## config.mk

```make
export PLATFORM = sky130hd
export DESIGN_NAME = pipeline_hazard_ctrl
export DESIGN_NICKNAME = d
export VERILOG_FILES = /design/src/rtl/pipeline_ctrl_pkg.sv /design/src/rtl/pipeline_loaduse_detect.sv /design/src/rtl/pipeline_hazard_ctrl.sv
export SDC_FILE = /design/constraint.sdc
export NUM_CORES = 1
export LEC_CHECK = 0
export CORE_MARGIN = 4
export CORE_UTILIZATION = 44
export CTS_CLUSTER_DIAMETER = 150
export CTS_CLUSTER_SIZE = 10
export DETAILED_ROUTE_END_ITERATION = 7
export PLACE_DENSITY_LB_ADDON = 0.05
export SLEW_MARGIN = 10
export SYNTH_ARGS = -nofsm -noshare
export SYNTH_HDL_FRONTEND = slang
export SYNTH_HIERARCHICAL = 1
export SYNTH_SLANG_ARGS = --single-unit
```

## constraint.sdc

```tcl
create_clock -name clk -period 3.9 [get_ports clk]
set_input_delay 0.39 -clock clk [delete_from_list [all_inputs] [get_ports clk]]
set_output_delay 0.39 -clock clk [all_outputs]
set_load 0.03 [all_outputs]
```

## src/rtl/pipeline_ctrl_pkg.sv

```systemverilog
// Shared types and constants for the pipeline hazard controller.
// Holds the controller state encoding and the default counter width.
package pipeline_ctrl_pkg;

    localparam int CNT_W_DEFAULT = 32;

    typedef enum logic [1:0] {
        RUN      = 2'd0,
        MEM_WAIT = 2'd1,
        REFILL   = 2'd2
    } hz_state_t;

endpackage

```

## src/rtl/pipeline_loaduse_detect.sv

```systemverilog
// Flags an instruction in decode that reads the destination of a load
// still sitting in the ID-EX register.
module pipeline_loaduse_detect
    import pipeline_ctrl_pkg::*;
(
    input  logic [4:0] rs1_IFR,
    input  logic [4:0] rs2_IFR,
    input  logic [4:0] rd_IDC,
    input  logic [2:0] dm_rd_ctrl_IDC,
    output logic       load_use_hit
);

    logic is_load;
    logic rd_nonzero;
    logic src_match;

    // x0 is hard-wired to zero, so a load targeting it never creates a dependency
    assign is_load      = (dm_rd_ctrl_IDC != 3'd0);
    assign rd_nonzero   = (rd_IDC != 5'd0);
    assign src_match    = (rd_IDC == rs1_IFR) || (rd_IDC == rs2_IFR);
    assign load_use_hit = is_load && rd_nonzero && src_match;

endmodule

```

## src/rtl/pipeline_hazard_ctrl.sv

```systemverilog
// Pipeline hazard controller: arbitrates memory stalls, branch redirects,
// load-use bubbles and fetch misses, and counts stall / flush cycles.
module pipeline_hazard_ctrl
    import pipeline_ctrl_pkg::*;
#(
    parameter int CNT_W = CNT_W_DEFAULT
) (
    input  logic             clk,
    input  logic             reset,
    input  logic [4:0]       rs1_IFR,
    input  logic [4:0]       rs2_IFR,
    input  logic [4:0]       rd_IDC,
    input  logic [2:0]       dm_rd_ctrl_IDC,
    input  logic             branch_taken_EX,
    input  logic             dm_req_MEM,
    input  logic             dm_ready,
    input  logic             imem_valid,
    output logic             stall_pc,
    output logic             stall_ifr,
    output logic             stall_idc,
    output logic             stall_exr,
    output logic             stall_memr,
    output logic             flush_ifr,
    output logic             flush_idc,
    output logic             redirect,
    output logic [CNT_W-1:0] stall_cnt,
    output logic [CNT_W-1:0] flush_cnt
);

    hz_state_t state_q;
    hz_state_t state_d;
    logic      load_use_hit;
    logic      mem_stall;

    function automatic logic [CNT_W-1:0] sat_inc(input logic [CNT_W-1:0] v);
        logic [CNT_W-1:0] one;
        one = {{(CNT_W-1){1'b0}}, 1'b1};
        return (&v) ? v : (v + one);
    endfunction

    pipeline_loaduse_detect u_loaduse (
        .rs1_IFR        (rs1_IFR),
        .rs2_IFR        (rs2_IFR),
        .rd_IDC         (rd_IDC),
        .dm_rd_ctrl_IDC (dm_rd_ctrl_IDC),
        .load_use_hit   (load_use_hit)
    );

    // A pending access keeps the pipe frozen until the memory answers
    assign mem_stall = (dm_req_MEM && !dm_ready) || ((state_q == MEM_WAIT) && !dm_ready);

    always_ff @(posedge clk) begin
        if (reset) begin
            state_q <= RUN;
        end else begin
            state_q <= state_d;
        end
    end

    always_comb begin
        state_d    = RUN;
        stall_pc   = 1'b0;
        stall_ifr  = 1'b0;
        stall_idc  = 1'b0;
        stall_exr  = 1'b0;
        stall_memr = 1'b0;
        flush_ifr  = 1'b0;
        flush_idc  = 1'b0;
        redirect   = 1'b0;

        if (reset) begin
            flush_ifr = 1'b1;
            flush_idc = 1'b1;
        end else if (mem_stall) begin
            stall_pc   = 1'b1;
            stall_ifr  = 1'b1;
            stall_idc  = 1'b1;
            stall_exr  = 1'b1;
            stall_memr = 1'b1;
            state_d    = MEM_WAIT;
        end else if (branch_taken_EX) begin
            redirect  = 1'b1;
            flush_ifr = 1'b1;
            flush_idc = 1'b1;
            state_d   = REFILL;
        end else if (state_q == REFILL) begin
            // The instruction fetched during the redirect cycle is wrong-path
            flush_ifr = 1'b1;
        end else if (load_use_hit) begin
            stall_pc  = 1'b1;
            stall_ifr = 1'b1;
            flush_idc = 1'b1;
        end else if (!imem_valid) begin
            stall_pc  = 1'b1;
            flush_ifr = 1'b1;
        end
    end

    always_ff @(posedge clk) begin
        if (reset) begin
            stall_cnt <= '0;
            flush_cnt <= '0;
        end else begin
            if (stall_pc) begin
                stall_cnt <= sat_inc(stall_cnt);
            end
            if (flush_idc) begin
                flush_cnt <= sat_inc(flush_cnt);
            end
        end
    end

endmodule

```

==> results.md <==
- Maxcap violations: 0
- Post-synth EDFFs: 0
- Status: finished, final reports clean
- GRT Util Overall: 20.8%
- Yosys top cell by area: dfxtp_1
- CP startpoint kind: input port
- RSZ-0062 raised after global routing: no
- Overflow left after global routing: 0
- Reg clk slew, reported paths: 0.07 ns
- WL met1: 4.88 mm
- Yosys warns: 6
- Setup TNS: 0 ns
- Max frequency: 305 MHz
- 1st-iter DRT viols: 188
- Sequential Area: 1320 sq um
- Core area: 8260 sq um
- Hold_buf cts: 0
- First-pass GRT wire length: 17.2 mm
- Num ports: 96
- Pin slew with the least headroom to its limit: 0.753 ns
- Post-Synthesis Cells: 460
- DR top layer: met4
- Vias in the first global route: 3598
- Min cycle time layout: 3.28 ns
- Worst Hold Class: input port to flop
- CTS tree: done
- Share of layout cells above drive strength 1: 7.47%
- Yosys top cell area share: 35.0%
- CP endpoint kind: primary output
- Drc violations: 0
- Most frequent cells after synthesis: dfxtp_1, a21oi_1, or4_1
- Library cells used by synthesis: 51
- Skew-Pair Late Insertion Delay: 0.35 ns
- Core Rows: 33
- WL/cell: 16.2 um
- Most numerous cell in the Yosys netlist: dfxtp_1
- Setup violators final: 0
- Root Driver: clkbuf_8
- #FFs+latches synth: 66
- Pwr/cell area: 295 nW/um^2
- Detail Route Antenna Nets: 0
- Largest net degree at the start of global routing: 57
- Die span in x: 101 um
- Register area share after synthesis: 35.0%
- Clock sinks: 66
- Final net count: 570
- Power, Total: 1.46 mW
- Final Hold Fails: 0
- Fin worst setup slack: 0.617 ns
- CTS max path bufs: 2
- Pleak: 1.61 nW
- Die H: 101 um
- Multi-input gate area: 2270 sq um
- I/O Buffers: 95
- CP arrival: 2.89 ns
- Met3 routed WL: 722 um
- Dpl ws: 0.592 ns
- Initial antenna violation count: 0
- Detailed Routing Iterations Pass 1: 4
- Crit Path Class: input port to primary output
- Top cells by area, synth: dfxtp_1, or4_1, a21oi_1, o31ai_1, nand3_1
- Die area: 10100 sq um
- Initial Utilization: 45.7%
- Critical Path RT: 3.51 ns
- Synthesized cell area: 3770 sq um
- Final period util: 84.2%
- Routability cong.: 0.805
- Post-Route WL: 10.6 mm
- P&R area growth vs syn: 31.5%
- Met2 wire length: 4.90 mm
- Worst Skew: 0.0126 ns
- Final slew viol count: 0
- Resized Gates After CTS: 0
- Synth Area per Inst: 8.20 sq um
- Syn nets: 486
- CP max FO: 8
- CTS buffer count: 9
- Detailed placer's ending HPWL: 7.47 mm
- Worst slew margin: 49.4%
- DR vias/cell: 6.13
- H-tree levels: 3
- Postcts setup bufs: 0
- Synth Flop Type: dfxtp_1
- Ant. Diodes: 0
- Peak supply drop: 0.167 mV
- Via count: 4007
- Fillers: 778
- Async S/R FF share, synth: 0%
==> metrics by stage <==
step / area (sq um) / util, % / hold slack (ns) / std cells
3_5_place_dp: 4740 / 57.4 / 0.491 / 638
5_1_grt: 4960 / 60.1 / 0.403 / 654
4_1_cts: 4960 / 60.1 / 0.383 / 654
6_report: 4960 / 60.1 / 0.379 / 654
3_3_place_gp: 4740 / 57.4 / 0.482 / 638
2_1_floorplan: 3770 / - / 0.543 / 460
==> flip-flops by register name, indices dropped and copies added, names as in the netlist <==
signal,flops
flush_cnt,32
state_q,2
stall_cnt,32
==> cell families after synthesis <==
logic type | after synthesis | synth area share (%)
compound gates | 120 | 19.7
xor+xnor | 10 | 2.32
fa+ha+maj | 2 | 0.663
buf+inv | 35 | 4.71
flops | 66 | 35.0
mux | 10 | 2.89
simple gates | 217 | 34.7
==> cells in the final DEF, fill, tap and decap left out, types with 5 or more instances in the layout <==
cell type	n
mux2_2	5
clkdlybuf4s50_1	94
nor2b_1	7
nor3_1	6
o311ai_0	6
nand2_1	28
and3_1	14
a21oi_1	49
o31ai_1	29
dfxtp_1	66
o21ai_0	22
inv_1	7
clkbuf_8	10
nand4_1	21
buf_4	6
nor2_1	26
nand3_1	31
xor2_1	6
or3_1	15
or4_1	36
and4_1	7
nor4_1	5
==> cell type report <==
cell class	instances	area share (%)
multi-input combinational	359	45.8
sequential	66	26.6
clock buffer	11	2.85
clock inverter	5	1.56
tap	105	2.65
timing repair buffer	101	20.0
inverter	7	0.530
==> power by group <==
group	internal (mW)	total [mW]	switching, mW
Clock	0.376	0.650	0.274
Combinational	0.0562	0.128	0.0715
Sequential	0.678	0.686	0.00730
==> worst paths after layout <==
kind	from	end	slack (ns)	cells past startpoint
worst max-delay path	rd_IDC[0]	flush_idc	0.62	9
worst min-delay path	reset	stall_cnt[28]	0.38	2
worst max register to register	flush_cnt[20]	flush_cnt[13]	1.21	6
worst min register to register	stall_cnt[31]	stall_cnt[31]	0.51	2
==> layer usage <==
| metal | GRT usage (%) | vias to the layer above |
|---|---|---|
| met5 | 0 | - |
| met2 | 31.8 | 101 |
| met1 | 28.3 | 1938 |
| met4 | 5.08 | 0 |
| met3 | 6.64 | 11 |
| li1 | - | 1957 |
==> critical path, cell delays in order <==
cell             delay [ns]
clkdlybuf4s50_1        0.48
xor2_1                 0.19
nor3_1                 0.20
nand3_1                0.10
a21oi_1                0.28
a211o_1                0.40
nand2_1                0.13
inv_1                  0.07
clkdlybuf4s50_1        0.66
No activity file was read; power rests on OpenSTA's default activity.
